### config.mk
export PLATFORM = sky130hd
export DESIGN_NAME = slave_buffer
export DESIGN_NICKNAME = d
export VERILOG_FILES = /design/src/rtl/slave_buffer.sv
export SDC_FILE = /design/constraint.sdc
export NUM_CORES = 1
export LEC_CHECK = 0
export ABC_CLOCK_PERIOD_IN_PS = 2600
export CAP_MARGIN = 5
export CORE_MARGIN = 2
export CORE_UTILIZATION = 53
export DETAILED_ROUTE_END_ITERATION = 8
export GPL_ROUTABILITY_DRIVEN = 0
export PLACE_DENSITY = 0.83
export SYNTH_ARGS = -nofsm -noshare
export SYNTH_HDL_FRONTEND = slang
export SYNTH_SLANG_ARGS = --single-unit
### constraint.sdc
create_clock -name clk -period 2.6 [get_ports clk]
set_input_delay 0.26 -clock clk [delete_from_list [all_inputs] [get_ports clk]]
set_output_delay 0.26 -clock clk [all_outputs]
set_load 0.01 [all_outputs]
### src/rtl/slave_buffer.sv
// Receive-side byte FIFO (first-word-fall-through) between the master link and a local consumer.
// Optional accepted-byte counter enabled by defining SLAVE_BUFFER_RXCNT_EN.
module slave_buffer #(
    parameter int unsigned DEPTH = 4,
    parameter int unsigned AW    = 2
) (
    input  logic          clk,
    input  logic          nrst,
    input  logic          m_valid,
    input  logic [7:0]    m_s_data,
    output logic          s_ready,
    output logic          out_valid,
    output logic [7:0]    out_data,
    input  logic          out_ready,
    output logic [AW:0]   level,
    output logic [15:0]   rx_count
);

    typedef enum logic [1:0] {EMPTY, PARTIAL, FULL} state_t;

    localparam logic [AW:0]   LVL_ONE    = (AW+1)'(1);
    localparam logic [AW:0]   LVL_FULL   = (AW+1)'(DEPTH);
    localparam logic [AW:0]   LVL_ALMOST = LVL_FULL - LVL_ONE;
    localparam logic [AW-1:0] PTR_ONE    = AW'(1);

    state_t        r_state;
    state_t        w_state_next;
    logic [AW-1:0] r_wr_ptr;
    logic [AW-1:0] r_rd_ptr;
    logic [AW:0]   r_level;
    logic [AW:0]   w_level_next;
    logic [7:0]    r_mem [DEPTH];
    logic          w_push;
    logic          w_pop;

    // Handshake qualifiers; outputs themselves depend on registers only.
    assign s_ready   = (r_state != FULL);
    assign out_valid = (r_state != EMPTY);
    assign out_data  = r_mem[r_rd_ptr];
    assign level     = r_level;
    assign w_push    = m_valid && s_ready;
    assign w_pop     = out_ready && out_valid;

    always_comb begin
        w_state_next = r_state;
        case (r_state)
            EMPTY: begin
                if (w_push) w_state_next = PARTIAL;
            end
            PARTIAL: begin
                if (w_push && !w_pop && (r_level == LVL_ALMOST)) begin
                    w_state_next = FULL;
                end else if (w_pop && !w_push && (r_level == LVL_ONE)) begin
                    w_state_next = EMPTY;
                end
            end
            FULL: begin
                if (w_pop) w_state_next = PARTIAL;
            end
            default: w_state_next = EMPTY;
        endcase
    end

    always_comb begin
        w_level_next = r_level;
        case ({w_push, w_pop})
            2'b10:   w_level_next = r_level + LVL_ONE;
            2'b01:   w_level_next = r_level - LVL_ONE;
            default: w_level_next = r_level;
        endcase
    end

    always_ff @(posedge clk or negedge nrst) begin
        if (!nrst) begin
            r_state  <= EMPTY;
            r_level  <= '0;
            r_wr_ptr <= '0;
            r_rd_ptr <= '0;
        end else begin
            r_state <= w_state_next;
            r_level <= w_level_next;
            if (w_push) r_wr_ptr <= r_wr_ptr + PTR_ONE;
            if (w_pop)  r_rd_ptr <= r_rd_ptr + PTR_ONE;
        end
    end

    // Storage carries no reset; stale contents are masked by out_valid.
    always_ff @(posedge clk) begin
        if (w_push) r_mem[r_wr_ptr] <= m_s_data;
    end

`ifdef SLAVE_BUFFER_RXCNT_EN
    logic [15:0] r_rx_count;

    always_ff @(posedge clk or negedge nrst) begin
        if (!nrst) begin
            r_rx_count <= '0;
        end else if (w_push) begin
            r_rx_count <= r_rx_count + 16'd1;
        end
    end

    assign rx_count = r_rx_count;
`else
    assign rx_count = 16'h0000;
`endif

endmodule

==> impl_metrics.toml <==
[route]
drc = 0
firstDrtPassIters = 4
drtIter0Drc = 35
wl_mm = 2.88
num_vias = 942
via_per_inst = 4.98
wl_per_cell_um = 15.2
drtAntennaViolNets = 0

[run]
max_cap_violations = 0

[sta]
fmax_mhz = 417
worstMarginPinSlew_ns = 0.572
slew-limit-headroom_pct = 61.8
drv_slew = 0
fin_crit_ns = 2.40
finalSetupTns_ns = 0
setup_viol_count_final = 0
rsz0062_at_grt = "false"
skew_ns = 0.0135
finalHoldViolations = 0
fin_crit_sh_pct = 92.2

[clocking]
cts.sinks = 41
worstSkewPairLatency_ns = 0.34
clk_pin_slew_worst_paths_ns = 0.12
cts-resized-gates = 0
post_cts_buffers = 0
cts_root_buf = "clkbuf_4"
clock_path_buffers = 2
htree_num_levels = 2
numCtsBuffers = 5
tritoncts = "yes"
cts_hold_buf = 0

[yosys]
synth_seq_cells = 41
yosys-top-cells-area = "edfxtp_1 52%, dfrtp_1 12%, mux4_2 9.7%"
synth_most_common_cell = "edfxtp_1"
syn_avg_cell_area_um2 = 16.2
synth.distinct_cells = 26
yosysTopAreaCell = "edfxtp_1"
syn_inst = 115
ys_top_cells_by_count = "32 x edfxtp_1, 16 x buf_4, 10 x ha_1"
synth-async-reset-ratio_pct = 22.0
ys_warn_count = 0
seq_area_frac_synth_pct = 63.8
synth_edf_count = 32
netlist_area_mm2 = 0.00186
synth-main-ff-cell = "edfxtp_1"
synth_top_area_share_pct = 51.7

[floorplanning]
die_x_um = 63.2
die_y_um = 63.2
start_util_pct = 55.2
coreArea_mm2 = 0.00336
rows = 21
io_pins = 41
die-area_mm2 = 0.00400

[finish]
antenna_cells = 0
utilization_pct = 64.5
layout-drive-gt1-share_pct = 14.0
nFillCells = 265
nets = 164
area.growth.synth_to_final_pct = 16.8

[grt]
grt_pass1_vias = 929
grt_use_total_pct = 15.7
antenna_found_initial = 0
grt_overflow_total = 0
grt_max_degree = 15
grt_pass1_wl_mm = 4.60

[worst_setup_path]
cp_max_fo = 10
crit_type = "reg -> out"
cp.required_ns = 2.34
crit_slowest_cell = "dfrtp_1"
cp_slowest_stage_delay_ns = 0.73
worstSetupEndpointType = "output pin"
crit_family = "flip-flops"
start_kind = "register"
worst-path-buf-inv = 1
crit_arrival_ns = 2.14
cp_cell_sequence = "mux4_2 > clkdlybuf4s50_1"

[place]
hpwl_mm = 2.01
portBuffers = 24

[status]
outcome = "finished clean"

[pwr]
vdd_drop_max_mv = 0.705
p_leak_nw = 0.846
power_density_mw_per_mm2 = 1080

[min_path]
hp-class = "in -> async"
[sequential cells by signal, indices dropped and copies added (netlist names)]
name      cells
r_rd_ptr      2
level         3
r_state       2
r_wr_ptr      2
r_mem        32
[stage by stage]
step / hold WS [ns] / worst slack (ns) / total power, W / cells / instance area, um2
3_5_place_dp: 0.495 / 0.549 / 0.00185 / 181 / 2060
3_3_place_gp: 0.477 / 0.562 / 0.00181 / 181 / 2060
4_1_cts: 0.196 / 0.158 / 0.00237 / 189 / 2170
6_report: 0.197 / 0.202 / 0.00235 / 189 / 2170
5_1_grt: 0.198 / 0.0625 / 0.00249 / 189 / 2170
2_1_floorplan: -0.0356 / 1.13 / 0.00154 / 130 / 1910
[final cells by class]
class | count | area [um2] | area share [%]
Sequential cell | 41 | 1190 | 54.6
Multi-Input combinational cell | 62 | 551 | 25.4
Timing Repair Buffer | 24 | 240 | 11.1
Clock inverter | 3 | 68.8 | 3.17
Tap cell | 46 | 57.6 | 2.65
Clock buffer | 5 | 37.5 | 1.73
Inverter | 8 | 30.0 | 1.38
[final timing paths]
kind	start	to	slack, ns	cells after the start
max	r_rd_ptr[0]	out_data[1]	0.20	2
min	nrst	level[0]	0.20	1
max reg2reg	r_state[0]	level[2]	0.96	6
min reg2reg	r_state[0]	r_state[0]	0.51	1
max in group asynchronous	nrst	r_rd_ptr[1]	2.13	1
min in group clk	r_state[0]	r_state[0]	0.51	1
[power breakdown]
group	total [W]	internal (W)	leakage, nW	switching [W]
Clock	0.000511	0.000303	0.0558	0.000209
Sequential	0.00102	0.000878	0.402	0.000137
Combinational	0.000826	0.000471	0.388	0.000355
[layer usage]
metal	track usage (%)	vias to the layer above	part of all wire, %
li1	-	440	-
met1	19.6	465	41
met2	25.5	33	51
met3	5.00	4	6.3
met4	6.52	0	1.2
met5	0	-	0
[cell usage in the layout (no fill, tap or decap), drive strengths merged]
cell           synthesis  layout
xor2                   1       1
nand2                  5       5
or2                    1       1
clkbuf                 1       5
a31oi                  1       1
mux2i                  1       1
a32o                   1       1
inv                    8       9
nand2b                 2       2
edfxtp                32      32
mux4                   8       8
o21ai                  2       2
nand3                  1       1
ha                    10      10
o22ai                  3       3
a21oi                  1       1
nor2                   1       1
bufinv                 0       2
dfrtp                  9       9
conb                   1      16
and3                   4       4
xnor2                  4       4
clkdlybuf4s50          0      24
[kinds of logic after synthesis]
group	count (synthesis)	share of synthesized area [%]
multiplexers	9	10.2
AO/OA/AOI/OAI	8	2.69
flip-flops	41	63.8
other	1	0.202
buffers and inverters	27	9.56
adder cells (fa/ha/maj)	10	6.73
XOR/XNOR	5	2.36
AND/OR/NAND/NOR	14	4.38
Power figures use the tool's default switching activity.
